### config.mk
export PLATFORM = sky130hd
export DESIGN_NAME = pipe_stage_reg
export DESIGN_NICKNAME = d
export VERILOG_FILES = /design/src/rtl/pipe_stage_reg.sv
export SDC_FILE = /design/constraint.sdc
export NUM_CORES = 1
export LEC_CHECK = 0
export CORE_MARGIN = 2
export CORE_UTILIZATION = 37
export CTS_BUF_LIST = sky130_fd_sc_hd__clkbuf_8
export DETAILED_ROUTE_END_ITERATION = 10
export GPL_ROUTABILITY_DRIVEN = 0
export GPL_TIMING_DRIVEN = 0
export PLACE_DENSITY = 0.63
export SETUP_SLACK_MARGIN = 0.4
export SYNTH_ARGS = -nofsm -noshare
export SYNTH_HDL_FRONTEND = slang
export SYNTH_SLANG_ARGS = --single-unit
### constraint.sdc
create_clock -name clk -period 2.05 [get_ports clk]
set_input_delay 0.41 -clock clk [delete_from_list [all_inputs] [get_ports clk]]
set_output_delay 0.41 -clock clk [all_outputs]
set_load 0.005 [all_outputs]
### src/rtl/pipe_stage_reg.sv
// Pipeline-stage register with valid/ready handshake, two-entry skid buffer,
// synchronous flush and control-bit masking so a bubble never commits state.
//
// Handshake: a transfer happens on a rising edge when valid and ready are both
// high in the preceding cycle. in_ready is registered and depends only on the
// occupancy after the previous edge. out_valid/out_data/out_ctrl stay stable
// while out_valid=1 and out_ready=0.
module pipe_stage_reg #(
  parameter int DATA_W = 101,
  parameter int CTRL_W = 8
) (
  input  logic              clk,
  input  logic              reset,
  input  logic              flush,
  input  logic              in_valid,
  output logic              in_ready,
  input  logic [DATA_W-1:0] in_data,
  input  logic [CTRL_W-1:0] in_ctrl,
  output logic              out_valid,
  input  logic              out_ready,
  output logic [DATA_W-1:0] out_data,
  output logic [CTRL_W-1:0] out_ctrl,
  output logic [1:0]        occupancy
);

  typedef enum logic [1:0] {
    EMPTY = 2'd0,
    ONE   = 2'd1,
    FULL  = 2'd2
  } state_t;

  state_t              state;
  state_t              state_next;
  logic                main_valid;
  logic                skid_valid;
  logic [DATA_W-1:0]   main_data;
  logic [DATA_W-1:0]   skid_data;
  logic [CTRL_W-1:0]   main_ctrl;
  logic [CTRL_W-1:0]   skid_ctrl;
  logic                in_ready_q;
  logic                in_fire;
  logic                out_fire;
  logic                load_main_in;
  logic                load_main_skid;
  logic                load_skid_in;

  assign in_fire  = in_valid & in_ready_q;
  assign out_fire = main_valid & out_ready;

  always_comb begin
    state_next     = state;
    load_main_in   = 1'b0;
    load_main_skid = 1'b0;
    load_skid_in   = 1'b0;
    case (state)
      EMPTY: begin
        if (in_fire) begin
          state_next   = ONE;
          load_main_in = 1'b1;
        end
      end
      ONE: begin
        if (in_fire && out_fire) begin
          load_main_in = 1'b1;
        end else if (in_fire) begin
          state_next   = FULL;
          load_skid_in = 1'b1;
        end else if (out_fire) begin
          state_next = EMPTY;
        end
      end
      FULL: begin
        if (out_fire && skid_valid) begin
          state_next     = ONE;
          load_main_skid = 1'b1;
        end
      end
      default: state_next = EMPTY;
    endcase
    // Flush overrides everything: a concurrent in_fire is dropped, while a
    // concurrent out_fire has already been taken by the downstream stage.
    if (flush) begin
      state_next     = EMPTY;
      load_main_in   = 1'b0;
      load_main_skid = 1'b0;
      load_skid_in   = 1'b0;
    end
  end

  always_ff @(posedge clk or negedge reset) begin
    if (!reset) begin
      state      <= EMPTY;
      main_valid <= 1'b0;
      skid_valid <= 1'b0;
      main_data  <= '0;
      skid_data  <= '0;
      main_ctrl  <= '0;
      skid_ctrl  <= '0;
      in_ready_q <= 1'b1;
    end else begin
      state      <= state_next;
      main_valid <= (state_next != EMPTY);
      skid_valid <= (state_next == FULL);
      in_ready_q <= (state_next != FULL);
      if (flush) begin
        main_ctrl <= '0;
        skid_ctrl <= '0;
      end else begin
        if (load_main_in) begin
          main_data <= in_data;
          main_ctrl <= in_ctrl;
        end else if (load_main_skid) begin
          main_data <= skid_data;
          main_ctrl <= skid_ctrl;
        end
        if (load_skid_in) begin
          skid_data <= in_data;
          skid_ctrl <= in_ctrl;
        end
      end
    end
  end

  assign in_ready  = in_ready_q;
  assign out_valid = main_valid;
  assign out_data  = main_data;
  assign out_ctrl  = main_valid ? main_ctrl : '0;
  assign occupancy = state;

endmodule

==> results.ini, run 1 <==
[run_status]
status = complete, no violations

[global_routing]
grt_use_total_pct = 22.8
grt_max_degree = 93
grt_pass1_wl_mm = 52.6
antenna_found_initial = 4
grt_pass1_vias = 9265
grt.overflow.total = 0

[worst_setup_path]
crit_chain = or3b_4 -> or2_4 -> buf_12 -> buf_16 -> buf_12 -> a311oi_2
start_kind = flop
critical_path_depth = 6
rrSetupSlack_ps = 170
cp.required_ps = 2480
rr_startpoint = occupancy[0]
critPathArrivalTime_ps = 2310
max_stage_delay_ps = 410
ff2ff_path_depth = 6
crit_family = simple AND/OR/NAND/NOR gates
crit_slowest_cell = dfrtp_1
crit_fanout = 5
r2r_end = out_data[15]
critPathKind = reg -> reg
path_common_cell = buf_12
worst-path-buf-inv = 3
crit_end = out_data[15]
cp-startpoint = occupancy[0]
cp-end-kind = flop

[power]
leakagePower_uw = 0.00762
power_density_nw_per_um2 = 959
peakVddDrop_mv = 0.540

[timing]
rsz0062_at_grt = true
hold_viol_final = 0
tns_ps = 0
hold_ws_ps = 376
layout_min_cycle_time_ps = 1880
max_freq_ghz = 0.532
finalSetupViolCount = 0
skew_ps = 11.3
fin_crit_sh_pct = 91.6
drv_slew = 0
relSlewSlack_pct = 57.3
tightest_slew_ps = 641

[clock_network]
numCtsBuffers = 41
cts_root_buf = clkbuf_8
cts_tree = yes
clock-sinks = 223
clk_pin_slew_ps = 60
ctsHtreeMaxLevel = 2
clock_path_buffers = 3
clk_latency_ps = 540

[floorplanning]
die-height_um = 172
dieArea_um2 = 29600
dieWidth_um = 172
core-area_um2 = 27800
num_rows = 61
ios = 227
start_util_pct = 37.6

[yosys]
netlist.area_leader.share_pct = 53.1
yosys_register_bits = 223
synth_edf_count = 0
yosys_warnings = 0
async_reset_ff_share_pct = 100
synth.largest_area_cell = dfrtp_1
synthesis.area_um2 = 10500
synth_cell_types = 30
synth_area_leaders = dfrtp_1, a311oi_2, mux2_2
ys_seq_area_share_pct = 53.4
syn_nets = 1019
syn_area_per_cell_um2 = 11.6
synth_cells = 905
synth_flop_cell = dfrtp_1

[drt]
drtIter0Drc = 627
routedWlPerCell_um = 20.9
drc = 0
viasPerCell = 5.33
firstDrtPassIters = 5
vias = 8758
drt_wl_total_mm = 34.2
drt.antenna.violating_nets = 0

[flow_run]
drv_cap = 0

[place]
placed_cells = 1511
io_buffers = 226
detailed_place_hpwl_mm = 20.7

[hold_path]
worst_hold_path_type = in -> async

[cells_and_area]
antenna_cells = 0
area_growth_pct = 61.6
nets = 1350
utilization_pct = 60.8
stdcell_count = 1642
drive_gt1_share_pct = 44.8

## synth_stat cells (all sizes together), types with 8 or more instances
master  count
inv       101
dfrtp     222
o21ai      16
and2        8
clkbuf     52
nor3      211
a311oi    109
nand3       9
nand4b      8
a21oi      11
mux2      101
buf        38
## area by class of cell
| class | count | area, um^2 |
|---|---|---|
| Tap cell | 378 | 473 |
| Buffer | 90 | 1050 |
| Clock buffer | 52 | 716 |
| Inverter | 101 | 379 |
| Multi-Input combinational cell | 491 | 5100 |
| Sequential cell | 223 | 5580 |
| Clock inverter | 19 | 76.3 |
| Timing Repair Buffer | 288 | 3530 |
| Fill cell | 2234 | 10900 |
## cell usage in the layout, fill, tap and decap left out, types with 14 or more instances in the layout
cell type,Yosys,routed
dfrtp_1,222,220
dlymetal6s2s_1,0,92
mux2_2,101,60
nor3_2,0,132
buf_16,0,14
a311oi_2,79,100
buf_6,8,21
nor3_1,211,77
o21ai_0,16,16
buf_12,0,29
buf_4,2,28
inv_1,101,118
mux2_4,0,41
clkdlybuf4s50_1,0,111
clkbuf_8,0,69
## registers in the layout (all words and copies together) (netlist names)
register,cells
out_data,101
skid_data,101
main_ctrl,8
skid_ctrl,8
occupancy,2
in_ready,1
out_valid,1
skid_valid,1
## per-stage QoR
stage / worst slack, ps / cell area, um^2 / total power [uW]
final: 172 / 16900 / 16200
after global routing: 102 / 16900 / 17100
after floorplan: 359 / 10500 / 9010
after global placement: -9390 / 13200 / 11100
after detailed placement: -933 / 13300 / 11200
after CTS: 172 / 16200 / 16100
## kinds of logic (layout without fill, tap and decap cells)
logic type                Yosys count  count (layout)  synth area share [%]
AOI/OAI and AO/OA                 141             141                  15.5
muxes                             101             101                  10.9
xor gates and xnor gates            1               1                0.0838
buffers and inverters             191             550                  7.72
and+or+nand+nor                   248             248                  12.4
DFF                               223             223                  53.4
## how the worst min path moves through the flow
stage                                to  cells past startpoint  slack, ps
after floorplan            main_ctrl[0]                      0        110
after global placement    skid_data[60]                      1        490
after detailed placement   skid_ctrl[3]                      1        320
after CTS                  out_data[63]                      2        330
after global routing       out_data[63]                      2        370
final                      skid_ctrl[3]                      2        380
## power breakdown
group,internal (uW),leakage (uW),switching (uW)
sequential,6030,0.00259,963
clock,2260,0.000468,1890
combinational,3140,0.00456,1930
total,11400,0.00762,4790
## routing by layer
| layer | GRT usage [%] | up-vias | part of all wire (%) |
|---|---|---|---|
| li1 | - | 3980 | - |
| met1 | 31.3 | 4481 | 45 |
| met2 | 36.8 | 237 | 47 |
| met3 | 5.01 | 54 | 5.3 |
| met4 | 5.66 | 6 | 1.9 |
| met5 | 0 | - | 0.13 |
## repair_timing
action | CTS | global route
resized for setup | 413 | 189
hold buffers | 1 | 0
setup buffers | 25 | 15
gates cloned | 17 | 2
endpoints found under the setup margin | 335 | 335
pin swaps | 96 | 13
hold endpoints to repair | 39 | 0
Note: power is estimated with default switching activity, not from simulation.
==> inputs of run 2 (changes only) <==
--- a/config.mk
+++ b/config.mk
@@ -9,7 +9,6 @@
 export CORE_UTILIZATION = 37
 export CTS_BUF_LIST = sky130_fd_sc_hd__clkbuf_8
 export DETAILED_ROUTE_END_ITERATION = 10
-export GPL_ROUTABILITY_DRIVEN = 0
 export GPL_TIMING_DRIVEN = 0
 export PLACE_DENSITY = 0.63
 export SETUP_SLACK_MARGIN = 0.4
==> results of run 2 <==
No change in the layout: final DEF, timing and power equal those of run 1.
